## src/rtl/alu_pipe.sv

```systemverilog
// rtl/alu_pipe.sv - registered W-bit ALU with flags, valid/ready handshake and optional serial shifter
module alu_pipe #(
  parameter int W            = 8,
  parameter int SERIAL_SHIFT = 0
) (
  input  logic         clk,
  input  logic         reset,
  input  logic         in_valid,
  output logic         in_ready,
  input  logic [2:0]   op,
  input  logic [W-1:0] a,
  input  logic [W-1:0] b,
  output logic         out_valid,
  input  logic         out_ready,
  output logic [W-1:0] result,
  output logic         zero,
  output logic         negative,
  output logic         carry,
  output logic         overflow
);

  localparam int SHW = $clog2(W);

  localparam logic [2:0] OP_ADD  = 3'b000;
  localparam logic [2:0] OP_SUB  = 3'b001;
  localparam logic [2:0] OP_SHR  = 3'b010;
  localparam logic [2:0] OP_SHL  = 3'b011;
  localparam logic [2:0] OP_AND  = 3'b100;
  localparam logic [2:0] OP_OR   = 3'b101;
  localparam logic [2:0] OP_XOR  = 3'b110;
  localparam logic [2:0] OP_PASS = 3'b111;

  typedef enum logic {IDLE, SHIFT} state_t;

  state_t         r_state;
  state_t         w_state_next;
  logic           r_out_valid;
  logic [W-1:0]   r_result;
  logic           r_zero;
  logic           r_negative;
  logic           r_carry;
  logic           r_overflow;
  logic [W-1:0]   r_sh_val;
  logic [SHW-1:0] r_sh_cnt;
  logic           r_sh_right;

  logic [SHW-1:0] w_amt;
  logic [W:0]     w_sum;
  logic [W:0]     w_diff;
  logic [W-1:0]   w_res;
  logic           w_c;
  logic           w_v;
  logic           w_accept;
  logic           w_go_serial;
  logic           w_last;
  logic [W-1:0]   w_step_val;
  logic           w_step_bit;

  assign w_amt       = b[SHW-1:0];
  assign w_sum       = {1'b0, a} + {1'b0, b};
  assign w_diff      = {1'b0, a} + {1'b0, ~b} + {{W{1'b0}}, 1'b1};
  assign in_ready    = (r_state == IDLE) && (!r_out_valid || out_ready);
  assign w_accept    = in_valid && in_ready;
  // A zero-amount shift takes the single-cycle path even in serial builds
  assign w_go_serial = (SERIAL_SHIFT != 0) && (op[2:1] == 2'b01) && (w_amt != '0);
  assign w_last      = (r_sh_cnt == SHW'(1));
  assign w_step_val  = r_sh_right ? (r_sh_val >> 1) : (r_sh_val << 1);
  assign w_step_bit  = r_sh_right ? r_sh_val[0] : r_sh_val[W-1];

  assign out_valid = r_out_valid;
  assign result    = r_result;
  assign zero      = r_zero;
  assign negative  = r_negative;
  assign carry     = r_carry;
  assign overflow  = r_overflow;

  // Single-cycle result and carry/overflow for the presented op; the extra
  // guard bit on each shift captures the last bit shifted out (0 for amount 0)
  always_comb begin
    w_res = '0;
    w_c   = 1'b0;
    w_v   = 1'b0;
    case (op)
      OP_ADD: begin
        {w_c, w_res} = w_sum;
        w_v = (a[W-1] == b[W-1]) && (w_sum[W-1] != a[W-1]);
      end
      OP_SUB: begin
        {w_c, w_res} = w_diff;
        w_v = (a[W-1] != b[W-1]) && (w_diff[W-1] != a[W-1]);
      end
      OP_SHR:  {w_res, w_c} = {a, 1'b0} >> w_amt;
      OP_SHL:  {w_c, w_res} = {1'b0, a} << w_amt;
      OP_AND:  w_res = a & b;
      OP_OR:   w_res = a | b;
      OP_XOR:  w_res = a ^ b;
      OP_PASS: w_res = b;
      default: w_res = '0;
    endcase
  end

  // FSM state register
  always_ff @(posedge clk) begin
    if (reset) r_state <= IDLE;
    else       r_state <= w_state_next;
  end

  // FSM next state: leave IDLE only for a non-zero serial shift, return on its last bit
  always_comb begin
    w_state_next = r_state;
    case (r_state)
      IDLE:    if (w_accept && w_go_serial) w_state_next = SHIFT;
      SHIFT:   if (w_last) w_state_next = IDLE;
      default: w_state_next = IDLE;
    endcase
  end

  // Datapath: capture at accept, step the serial shifter, hold output under backpressure
  always_ff @(posedge clk) begin
    if (reset) begin
      r_out_valid <= 1'b0;
      r_result    <= '0;
      r_zero      <= 1'b0;
      r_negative  <= 1'b0;
      r_carry     <= 1'b0;
      r_overflow  <= 1'b0;
      r_sh_val    <= '0;
      r_sh_cnt    <= '0;
      r_sh_right  <= 1'b0;
    end else if (r_state == SHIFT) begin
      r_sh_val <= w_step_val;
      r_sh_cnt <= r_sh_cnt - SHW'(1);
      if (w_last) begin
        r_result    <= w_step_val;
        r_carry     <= w_step_bit;
        r_zero      <= (w_step_val == '0);
        r_negative  <= w_step_val[W-1];
        r_overflow  <= 1'b0;
        r_out_valid <= 1'b1;
      end
    end else if (w_accept) begin
      if (w_go_serial) begin
        r_sh_val    <= a;
        r_sh_cnt    <= w_amt;
        r_sh_right  <= (op == OP_SHR);
        r_out_valid <= 1'b0;
      end else begin
        r_result    <= w_res;
        r_carry     <= w_c;
        r_overflow  <= w_v;
        r_zero      <= (w_res == '0);
        r_negative  <= w_res[W-1];
        r_out_valid <= 1'b1;
      end
    end else if (out_ready) begin
      r_out_valid <= 1'b0;
    end
  end

endmodule

```

## config.mk

```make
export PLATFORM = sky130hd
export DESIGN_NAME = alu_pipe
export DESIGN_NICKNAME = d
export VERILOG_FILES = /design/src/rtl/alu_pipe.sv
export SDC_FILE = /design/constraint.sdc
export NUM_CORES = 1
export LEC_CHECK = 0
export ABC_AREA = 0
export CAP_MARGIN = 20
export CORE_MARGIN = 1
export CORE_UTILIZATION = 56
export DETAILED_ROUTE_END_ITERATION = 16
export PLACE_DENSITY_LB_ADDON = 0.15
export SLEW_MARGIN = 20
export SYNTH_ARGS = -nofsm -noshare
export SYNTH_HDL_FRONTEND = slang
export SYNTH_SLANG_ARGS = --single-unit
```

## constraint.sdc

```tcl
create_clock -name clk -period 3.3 [get_ports clk]
set_clock_uncertainty 0.2 [all_clocks]
set_input_delay 0.33 -clock clk [delete_from_list [all_inputs] [get_ports clk]]
set_output_delay 0.33 -clock clk [all_outputs]
set_load 0.01 [all_outputs]
```

==> qor.txt <==
worst-case vdd ir drop -> 0.000124 V
number of cell rows -> 24
largest net degree at the start of global routing -> 22
post-route antenna net violation count -> 0
Worst EP arrival -> 2.98 ns
clock sink total -> 16
Slew Viols, Final -> 0
CTS tree -> done
distinct cell type count after synthesis -> 66
H-tree levels -> 1
vias in the first global route -> 2482
status -> finished, final reports clean
layout cells sized above 1 -> 14.7%
HP Class -> flop to flop
worst hold stages -> 2
Clk network pwr share -> 21.4%
Synth area leaders -> ha_1, dfxtp_1, mux4_2
Placed Area -> 3010 um2
ant diodes -> 0
Main synth FF type -> dfxtp_1
area of the multi-input gates -> 1970 um2
HPWL Detailed -> 6.02 mm
Reg power frac -> 26.4%
CP endpoint kind -> flop
Switching Fraction -> 36.4%
Post-CTS Hold Fix Bufs -> 0
Post-Layout Inst Area -> 3060 um2
Overall Global Routing Usage -> 30.9%
number of max-cap violations -> 0
WL per Instance -> 18.0 um
worst r2r path cells -> 6
Synth Warn # -> 0
Tmin final -> 3.03 ns
vias per cell -> 6.45
Synth top area share -> 13.0%
CTS clock-pin slew for the worst setup and hold paths -> 0.06 ns
Req. time, crit path -> 3.25 ns
critical path peak fanout -> 6
setup TNS -> 0 ns
P_sw -> 0.000288 W
# fillers -> 384
r2r setup slk -> 1.29 ns
number of flops mapped to enable cells by yosys -> 0
final wirelength -> 7.45 mm
Vias -> 2662
Crit Path Class -> input port to flop
FMAX -> 0.330 GHz
post-CTS sizing -> 0
Nets -> 414
PwrDens -> 258 nW/um2
Skew-Pair Late Insertion Delay -> 0.25 ns
1st-iter DRT viols -> 256
RePlAce Congestion -> 0.978
combinational power share -> 52.3%
Mapped Cells -> 322
I/O Pins -> 37
Post-Syn Area -> 2600 um2
Final Hold Vio Count -> 0
CTS Buf Count -> 3
post-synthesis async set-or-reset flop share -> 0%
Post-Route Utilization -> 69.4%
drt pass-1 iters -> 5
final setup fails -> 0
CTS Buffer Depth -> 2
flip-flop and latch area -> 320 um2
Post CTS Setup Buffer Count -> 0
area leader, netlist -> ha_1
post-route clock period utilization -> 91.9%
root buffer cell -> clkbuf_8
crit path launch type -> input port
Leak Pwr -> 1.27 nW
area of the core -> 4410 um2
Layout area overhead -> 18.0%
detailed-route DRC error count -> 0
Worst-Margin Slew -> 0.598 ns
die height -> 70.1 um
antenna violations before repair -> 0
cell internal pwr -> 0.000503 W
Seq/Total Area, Yosys -> 12.3%
Mapped Nets -> 374
RSZ-0062 raised after global routing -> no
Avg Cell Area, Syn -> 8.07 um2
first-pass GRT wire length -> 12.2 mm
Initial Utilization -> 58.8%
Die ar. -> 4910 um2
Seq cells post-synth -> 16
Slew headroom -> 60.0%
Die W -> 70.1 um
total global routing overflow -> 0
I/O Buffers -> 36
[layout make-up]
class,count,share of cell area [%]
Sequential cell,16,10.5
Clock buffer,4,1.80
Timing Repair Buffer,59,17.4
Multi-Input combinational cell,250,64.2
Inverter,32,4.00
Tap cell,52,2.12
[path summary, 6_finish.rpt]
kind,startpoint,endpoint
setup / recovery,a[0],zero
hold / removal,result[3],result[3]
setup reg to reg,r_state,result[2]
hold reg to reg,result[3],result[3]
[power by group through the flow]
stage / clock [W] / sequential (W) / combinational [W]
2_1_floorplan: 0 / 0.000217 / 0.000272
3_3_place_gp: 0 / 0.000213 / 0.000402
3_5_place_dp: 0 / 0.000213 / 0.000406
4_1_cts: 0.000173 / 0.000209 / 0.000408
5_1_grt: 0.000178 / 0.000209 / 0.000447
6_report: 0.000169 / 0.000209 / 0.000414
[registers in the layout, indices dropped and copies added (netlist names)]
name,flops
overflow,1
r_state,1
result,8
r_sh_cnt,3
out_valid,1
carry,1
zero,1
[per-stage QoR]
stage / setup WS [ns] / instances / hold WS (ns) / power, W
6_report: 0.267 / 413 / 0.265 / 0.000791
5_1_grt: 0.00949 / 413 / 0.293 / 0.000834
4_1_cts: 0.308 / 413 / 0.267 / 0.000789
3_5_place_dp: 0.0599 / 409 / 0.258 / 0.000619
3_3_place_gp: 0.179 / 409 / 0.243 / 0.000614
2_1_floorplan: 0.604 / 322 / 0.256 / 0.000489
[cells in the final DEF (no fill, tap or decap), drive strengths merged, types with 2 or more instances in the layout]
cell type | netlist | routed
nor2 | 35 | 35
inv | 32 | 32
xor2 | 2 | 2
buf | 19 | 23
clkbuf | 5 | 4
o221ai | 3 | 3
nor4bb | 2 | 2
o21ai | 16 | 16
o211ai | 6 | 6
nor3b | 3 | 3
a211o | 3 | 3
nor2b | 4 | 4
clkdlybuf4s50 | 0 | 36
o22ai | 2 | 2
ha | 27 | 27
mux2i | 10 | 10
a21oi | 24 | 24
nor3 | 7 | 7
nand2b | 3 | 3
a31oi | 6 | 6
a2bb2oi | 5 | 5
nand2 | 26 | 26
a22oi | 5 | 5
xnor2 | 9 | 9
o21bai | 2 | 2
a221oi | 2 | 2
fa | 2 | 2
o31ai | 4 | 4
a211oi | 6 | 6
mux4 | 11 | 11
a32o | 2 | 2
dfxtp | 16 | 16
[cell families after synthesis]
family	after synthesis	synth area share (%)
AO/OA/AOI/OAI	99	27.2
XOR/XNOR	11	3.71
adder cells (fa/ha/maj)	29	14.5
buffers and inverters	56	11.9
flip-flops	16	12.3
multiplexers	22	13.8
AND/OR/NAND/NOR	89	16.5
[Yosys cell counts (3+ instances only)]
library cell   n
buf_4          5
a211o_1        3
o221ai_1       3
nand2_1       25
a211oi_1       5
o31ai_1        4
nor3b_1        3
a22oi_1        5
a21oi_1       22
a31oi_1        6
o21ai_1        5
buf_2          6
xnor2_1        9
mux2i_1       10
o21ai_0       11
mux4_2        11
nor2_1        33
nor3_1         7
buf_6          8
a2bb2oi_1      5
o211ai_1       6
nor2b_1        4
inv_1         30
clkbuf_1       4
ha_1          27
nand2b_1       3
dfxtp_1       16
[routing by layer]
layer	vias up	wire [um]	track usage, %
met4	0	176	11.1
met5	-	0	0
met3	23	620	2.60
met1	1257	3100	41.7
met2	136	3550	51.6
li1	1246	-	-
[worst max-delay path: stages]
cell             delay, ns
clkdlybuf4s50_1       0.59
inv_1                 0.11
ha_1                  0.24
fa_1                  0.41
o21bai_1              0.15
a21oi_1               0.12
o31ai_1               0.34
xnor2_1               0.16
nor2_1                0.05
o221ai_1              0.19
nor4bb_1              0.30
Power figures use the tool's default switching activity.
